==> src/rtl/pipe_stage_reg_pkg.sv <==
// Shared pipeline-stage constants: control-bit positions of the EX/MEM control
// field and payload widths for each inter-stage register.
package pipe_pkg;

  // Control-bit index constants (EX/MEM control field)
  localparam int BRANCH       = 0;
  localparam int MEMREAD      = 1;
  localparam int MEMTOREG     = 2;
  localparam int MEMWRITE     = 3;
  localparam int REGWRITE     = 4;
  localparam int EXMEM_CTRL_W = 5;

  // Per-stage payload widths
  localparam int IFID_DATA_W  = 64;   // pc 32 + instr 32
  localparam int IDEX_DATA_W  = 133;  // pc 32 + rd1 32 + rd2 32 + imm 32 + rd 5
  localparam int EXMEM_DATA_W = 106;  // add 32 + zero 1 + alu 32 + rd2 32 + rd 5, padded
  localparam int MEMWB_DATA_W = 69;   // read data 32 + alu 32 + rd 5

  // Beat count from the two entry valid bits
  function automatic logic [1:0] occ_count(input logic main_v, input logic skid_v);
    return {1'b0, main_v} + {1'b0, skid_v};
  endfunction

endpackage

==> src/rtl/pipe_stage_reg_slot.sv <==
// One pipeline entry (valid, ctrl, data) with load and clear strobes; clear wins over load.
// Registered, 1-cycle update; no flow control of its own, the enclosing stage steers it.
module pipe_slot
  import pipe_pkg::*;
#(
  parameter int CTRL_W = EXMEM_CTRL_W,
  parameter int DATA_W = EXMEM_DATA_W
) (
  input  logic              clk,
  input  logic              reset,
  input  logic              load,
  input  logic              clear,
  input  logic [CTRL_W-1:0] load_ctrl,
  input  logic [DATA_W-1:0] load_data,
  output logic              valid,
  output logic [CTRL_W-1:0] ctrl,
  output logic [DATA_W-1:0] data
);

  // Clear only drops the valid bit; ctrl/data keep their last contents.
  always_ff @(posedge clk) begin
    if (reset) begin
      valid <= 1'b0;
      ctrl  <= '0;
      data  <= '0;
    end else if (clear) begin
      valid <= 1'b0;
    end else if (load) begin
      valid <= 1'b1;
      ctrl  <= load_ctrl;
      data  <= load_data;
    end
  end

endmodule

==> src/rtl/pipe_stage_reg.sv <==
// Valid/ready pipeline stage register, optional skid entry, flush, control zeroed on bubbles.
// 1-cycle latency, 1 beat/cycle; SKID=1 registers in_ready, SKID=0 passes out_ready through.
module pipe_stage_reg
  import pipe_pkg::*;
#(
  parameter int CTRL_W = EXMEM_CTRL_W,
  parameter int DATA_W = EXMEM_DATA_W,
  parameter int SKID   = 1
) (
  input  logic              clk,
  input  logic              reset,
  input  logic              flush,
  input  logic              in_valid,
  output logic              in_ready,
  input  logic [CTRL_W-1:0] in_ctrl,
  input  logic [DATA_W-1:0] in_data,
  output logic              out_valid,
  input  logic              out_ready,
  output logic [CTRL_W-1:0] out_ctrl,
  output logic [DATA_W-1:0] out_data,
  output logic [1:0]        occupancy
);

  logic              main_valid;
  logic [CTRL_W-1:0] main_ctrl;
  logic [DATA_W-1:0] main_data;
  logic              skid_valid;
  logic [CTRL_W-1:0] skid_ctrl;
  logic [DATA_W-1:0] skid_data;

  logic              accept;
  logic              drain;
  logic              main_load;
  logic              main_clear;
  logic              main_from_skid;
  logic              skid_load;
  logic              skid_clear;
  logic [CTRL_W-1:0] main_d_ctrl;
  logic [DATA_W-1:0] main_d_data;

  assign accept = in_valid && in_ready;
  assign drain  = main_valid && out_ready;

  // Steering: skid (when present) always refills main first to preserve order.
  always_comb begin
    main_load      = 1'b0;
    main_clear     = 1'b0;
    main_from_skid = 1'b0;
    skid_load      = 1'b0;
    skid_clear     = 1'b0;
    if (flush) begin
      main_clear = 1'b1;
      skid_clear = 1'b1;
    end else if (skid_valid && drain) begin
      main_load      = 1'b1;
      main_from_skid = 1'b1;
      skid_clear     = 1'b1;
    end else if (accept && (!main_valid || drain)) begin
      main_load = 1'b1;
    end else if (accept) begin
      skid_load = 1'b1;
    end else if (drain) begin
      main_clear = 1'b1;
    end
  end

  assign main_d_ctrl = main_from_skid ? skid_ctrl : in_ctrl;
  assign main_d_data = main_from_skid ? skid_data : in_data;

  pipe_slot #(
    .CTRL_W (CTRL_W),
    .DATA_W (DATA_W)
  ) u_main (
    .clk       (clk),
    .reset     (reset),
    .load      (main_load),
    .clear     (main_clear),
    .load_ctrl (main_d_ctrl),
    .load_data (main_d_data),
    .valid     (main_valid),
    .ctrl      (main_ctrl),
    .data      (main_data)
  );

  generate
    if (SKID != 0) begin : g_skid
      pipe_slot #(
        .CTRL_W (CTRL_W),
        .DATA_W (DATA_W)
      ) u_skid (
        .clk       (clk),
        .reset     (reset),
        .load      (skid_load),
        .clear     (skid_clear),
        .load_ctrl (in_ctrl),
        .load_data (in_data),
        .valid     (skid_valid),
        .ctrl      (skid_ctrl),
        .data      (skid_data)
      );
      // Depends only on a register and reset, so out_ready never reaches in_ready.
      assign in_ready = !reset && !skid_valid;
    end else begin : g_noskid
      logic unused_skid_strobes;
      assign unused_skid_strobes = skid_load ^ skid_clear;
      assign skid_valid = 1'b0;
      assign skid_ctrl  = '0;
      assign skid_data  = '0;
      assign in_ready   = !reset && (!main_valid || out_ready);
    end
  endgenerate

  assign out_valid = main_valid;
  assign out_ctrl  = main_valid ? main_ctrl : '0;
  assign out_data  = main_data;
  assign occupancy = occ_count(main_valid, skid_valid);

endmodule

==> config.mk <==
export PLATFORM = sky130hd
export DESIGN_NAME = pipe_stage_reg
export DESIGN_NICKNAME = d
export VERILOG_FILES = /design/src/rtl/pipe_stage_reg_pkg.sv /design/src/rtl/pipe_stage_reg_slot.sv /design/src/rtl/pipe_stage_reg.sv
export SDC_FILE = /design/constraint.sdc
export NUM_CORES = 1
export LEC_CHECK = 0
export ABC_AREA = 1
export BUFFER_PORTS_ARGS = -buffer_cell sky130_fd_sc_hd__buf_2
export CORE_UTILIZATION = 25
export DETAILED_ROUTE_END_ITERATION = 10
export PLACE_DENSITY_LB_ADDON = 0.12
export SETUP_SLACK_MARGIN = 0.15
export SLEW_MARGIN = 20
export SYNTH_ARGS = -nofsm -noshare
export SYNTH_HDL_FRONTEND = slang
export SYNTH_SLANG_ARGS = --single-unit
==> constraint.sdc <==
create_clock -name clk -period 2.6 [get_ports clk]
set_input_delay 0 -clock clk [delete_from_list [all_inputs] [get_ports clk]]
set_output_delay 0 -clock clk [all_outputs]
set_load 0.1 [all_outputs]
==> After elaboration in Yosys (flattened, before gate mapping) <==
Index checks and enable logic that the tools add are counted.
{ "op_classes": {"n_addsub": 1, "mux": 18, "bitwise": 2, "n_reduce_logical": 13} }
{ "op_table": {"columns": ["operator", "n"], "rows": [
  ["$mux W106", 1],
  ["$mux W1", 15],
  ["$mux W5", 2],
  ["$logic_and A1 B1 Y1", 5],
  ["$reduce_and A2 Y1", 2],
  ["$reduce_or A2 Y1", 2],
  ["$logic_not A1 Y1", 3],
  ["$add A1 B1 Y2", 1],
  ["$not A1 Y1", 2],
  ["$logic_or A1 B1 Y1", 1]
]} }
{ "word_totals": {"register_bits": 224, "inputBits": 116, "output_inout_bits": 115, "wordCells": 40} }

==> Longest topological paths before layout <==
{ "logic_depth": {"depth_word": 9, "ltp_mapped": 10} }

==> Hierarchy <==
Synthesis repeated with hierarchy kept, for this count alone.
{ "hier_totals": {"cells_unflattened": 1829, "hier_area_um2": 11043.1} }
{ "by_module_without_submodules": {"columns": ["module", "n_inst", "cells_per_inst", "area_each_um2", "seq_area_each_um2"], "rows": [
  ["pipe_slot", 2, 722, 4763.3, 2242.2],
  ["pipe_stage_reg", 1, 385, 1516.5, 0.0]
]} }

==> Least setup slack after synthesis <==
No wires, ideal clock.
{ "synth_timing": {"kind": "reg2reg", "from": "register u_main.valid", "to": "register g_skid.u_skid.data[60]", "setup_ns": 0.113, "arrival_ns": 2.011, "required_time_ns": 2.487, "setup_slack_ns": 0.476, "stages_incl_launch_ff": 11, "cell_sequence": "dfxtp_1 buf_4 nand3_1 nand2_1 inv_1 nand2_2 buf_2 buf_2 nand2_1 nand2_1 nor2_1"} }
{ "synth_between": {"elab_chain_cells": 7} }
{ "synth_lines": {"columns": ["element", "line_no", "text"], "rows": [
  ["start, declared", "pipe_stage_reg_slot.sv:15", "output logic valid,"],
  ["start signal, assigned", "pipe_stage_reg_slot.sv:23", "valid <= 1'b0;"],
  ["start signal, assigned", "pipe_stage_reg_slot.sv:27", "valid <= 1'b0;"],
  ["start signal, assigned", "pipe_stage_reg_slot.sv:29", "valid <= 1'b1;"],
  ["$logic_not A1 Y1 or $logic_and A1 B1 Y1 (tied branches)", "pipe_stage_reg.sv:58, pipe_stage_reg.sv:42", null],
  ["$logic_or A1 B1 Y1", "pipe_stage_reg.sv:58", "end else if (accept && (!main_valid || drain)) begin"],
  ["$logic_and A1 B1 Y1", "pipe_stage_reg.sv:58", null],
  ["$mux W1", "pipe_stage_reg.sv:58", null],
  ["$mux W1", "pipe_stage_reg.sv:54", "end else if (skid_valid && drain) begin"],
  ["$mux W1", "pipe_stage_reg.sv:51", "if (flush) begin"],
  ["$reduce_and A2 Y1 (no source line) (*)", null, null],
  ["end signal, assigned", "pipe_stage_reg_slot.sv:31", "data <= load_data;"],
  ["end, declared", "pipe_stage_reg_slot.sv:17", "output logic [DATA_W-1:0] data"]
]} }
Mark *: on every way between the ends. The rest lies on a longest branch, timed or not.
A chain may end at the register's enable or synchronous reset.

==> Worst setup path after layout <==
{ "layout_timing": {"from": "register u_main.valid", "to": "register g_skid.u_skid.data[58]"} }
The elaborated chain is that of the path after synthesis.

==> summary.md <==
| Metric | Value |
|---|---|
| Status | finished, final reports clean |
| Syn avg cell area | 5.980 µm² |
| Clk pin slew, worst setup/hold paths | 0.06 ns |
| Synth Instances | 1833 |
| Fraction of registers with async set/reset | 0% |
| Cell type with the largest total area after synthesis | dfxtp_1 |
| Total wire length | 36.38 mm |
| Post-DP HPWL | 20.83 mm |
| First-pass GRT wire length | 58.35 mm |
| CP required | 3.09 ns |
| Clk sink count | 224 |
| Number of max-cap violations | 0 |
| Die width | 211.4 µm |
| Slew margin rel. | 26.57% |
| Vias per cell | 4.120 |
| Register area | 4484 µm² |
| Cell Count, Final, Fillers Out | 2714 |
| Yosys warns | 0 |
| PD cells | 610.4 nW/µm² |
| Antenna violations before repair | 5 |
| Pwr Total | 8.934 mW |
| Final Hold Viols | 0 |
| IO Port Bufs | 230 |
| Post-synth top flop | dfxtp_1 |
| Area contributors post-synth | dfxtp_1 (41%), nand2_1 (20%), nor2_1 (15%), nand3_1 (10%), inv_1 (8.0%) |
| Lkg Pwr | 8.216 nW |
| DR DRC count | 0 |
| Maximum vdd ir drop | 0.4127 mV |
| Site Rows | 76 |
| Pin count of the biggest net entering global routing | 203 |
| Die height | 211.4 µm |
| Crit Reg-Reg Startpoint | u_main.valid |
| Startpoint Class | flip-flop |
| Post-route cell area | 14640 µm² |
| Placed insts | 2547 |
| Mapped Area | 10960 µm² |
| Clk buf depth | 3 |
| Ports | 231 |
| H-tree Lvls | 1 |
| CTS resizes | 0 |
| Cells on worst reg2reg path | 8 |
| Post-CTS setup buffer count | 0 |
| # setup viols final | 0 |
| Share of cells above drive strength 1 | 14.06% |
| Crit path max fanout | 53 |
| Register area share after synthesis | 40.91% |
| RSZ-0062 raised after global routing | false |
| FF-to-FF setup slack | 0.57 ns |
| Final worst path period need | 2.032 ns |
| Worst slew pin tran | 1.101 ns |
| Later-pin clock latency in the skew report | 0.56 ns |
| Final setup TNS | 0 ns |
| Yosys reg bits | 224 |
| Fin. max-slew vios | 0 |
| CTS tree | yes |
| Reg-to-Reg End | g_skid.u_skid.data[58] |
| Worst hold stages | 4 |
| Area grow syn2layout | 33.54% |
| Hold_buf cts | 115 |
| GRT overflow | 0 |
| CP Capture Type | flip-flop |
| Post-synth EDFFs | 0 |
| GRT Util Overall | 16.33% |
| Final estimated routing congestion in global placement | 0.7245 |
| Yosys top cell area share | 40.91% |
| Number of global-route vias before repair | 10.77k |
| DP Area | 12580 µm² |
| Hold endpoint | g_skid.u_skid.data[7] |
| Post-Syn Nets | 1950 |
| Filler cell count | 4883 |
| ANT nets after route | 0 |
| Critical Path AT | 2.52 ns |
| Unique masters post-synth | 15 |
| Iter 0 DRT Violations | 631 |
| Die footprint | 44680 µm² |
| Worst clock skew | 0.008863 ns |
| Initial Util | 25.39% |
| CP Class | flip-flop to flip-flop |
| Worst hold path startpoint | in_data[7] |
| Final period utilization | 78.15% |
| Clock buffer count from CTS | 29 |
| TritonRoute pass-1 iters | 5 |
| Fmax | 492.1 MHz |
| Root Buffer | clkbuf_16 |
| Vias | 11.18k |
| Multi-input logic area | 5029 µm² |
| Hold Path Class | primary input to flip-flop |
| Drt wl/cell | 13.40 µm |
| Layout net count | 2225 |
| Core Footprint | 43170 µm² |
| WHS | 0.2147 ns |
-- layout by cell type (no fill, tap or decap), drive strengths merged --
cell type,n
nand4,1
a21oi,2
dlygate4sd3,115
nand3,224
nor2,451
buf,250
clkbuf,43
ha,1
bufinv,1
inv,238
clkinv,4
diode,3
nand2,572
dfxtp,224
-- critical path: stages (launching register included) --
cell	delay [ns]
dfxtp_1	0.48
buf_4	0.21
nand2_1	0.07
nor2_1	0.28
nand2_8	0.28
buf_4	0.34
nand2_1	0.09
nand2_1	0.05
nor2_1	0.11
-- area by class of cell --
type / count / area share, %
Antenna cell: 3 / 0.05129
Clock buffer: 43 / 5.727
Clock inverter: 6 / 0.4018
Inverter: 237 / 6.129
Multi-Input combinational cell: 1251 / 34.36
Sequential cell: 224 / 30.64
Tap cell: 585 / 5.001
Timing Repair Buffer: 365 / 17.70
-- kinds of logic (layout without fill, tap and decap cells) --
kind of cell,after synthesis,in the layout,share of synthesized area (%)
AOI/OAI and AO/OA,2,2,0.09133
adders and majority gates,1,1,0.1141
DFF,224,224,40.91
and+or+nand+nor,1248,1248,45.39
buffers and inverters,358,651,13.49
other,0,3,0
-- stage by stage --
stage / utilization (%) / setup WS [ns]
final: 33.90 / 0.5680
after global routing: 33.90 / 0.3944
after CTS: 33.89 / 0.5726
after detailed placement: 29.14 / 0.5853
after global placement: 29.14 / 0.6462
after floorplan: - / 0.4763
-- where the power goes --
| part | switching [mW] | internal, mW |
|---|---|---|
| clock | 1.59 | 2.30 |
| combinational | 1.09 | 0.376 |
| sequential | 0.0547 | 3.53 |
-- sequential cells by signal, summed over array words and instances, names as in the netlist --
name                 flops
g_skid.u_skid.data     106
u_main.data            106
g_skid.u_skid.ctrl       5
u_main.ctrl              5
g_skid.u_skid.valid      1
u_main.valid             1
-- metal layers --
metal	GRT usage, %	vias to the layer above	wire [µm]
met5	0	-	23
met4	3.498	4	663
met3	3.264	45	1711
met2	27.67	195	16720
met1	21.31	4964	17260
li1	-	5975	-
-- synth_stat cells, types with 2 or more instances --
library cell  instances
nor2_1              449
a21oi_1               2
nor2_2                2
buf_4                17
inv_2                 4
clkbuf_1             44
inv_1               233
buf_1                 3
nand2_1             571
dfxtp_1             224
nand3_1             224
buf_2                57
-- how the worst max path moves through the flow --
stage / start / to / slack (ns) / depth (start not counted)
3_3_place_gp: u_main.valid / g_skid.u_skid.data[49] / 0.65 / 8
5_1_grt: u_main.valid / g_skid.u_skid.ctrl[4] / 0.39 / 8
2_1_floorplan: u_main.valid / g_skid.u_skid.data[60] / 0.48 / 10
6_report: u_main.valid / g_skid.u_skid.data[58] / 0.57 / 8
4_1_cts: u_main.valid / g_skid.u_skid.data[58] / 0.57 / 8
3_5_place_dp: u_main.valid / g_skid.u_skid.ctrl[4] / 0.59 / 8
Power figures use the tool's default switching activity.
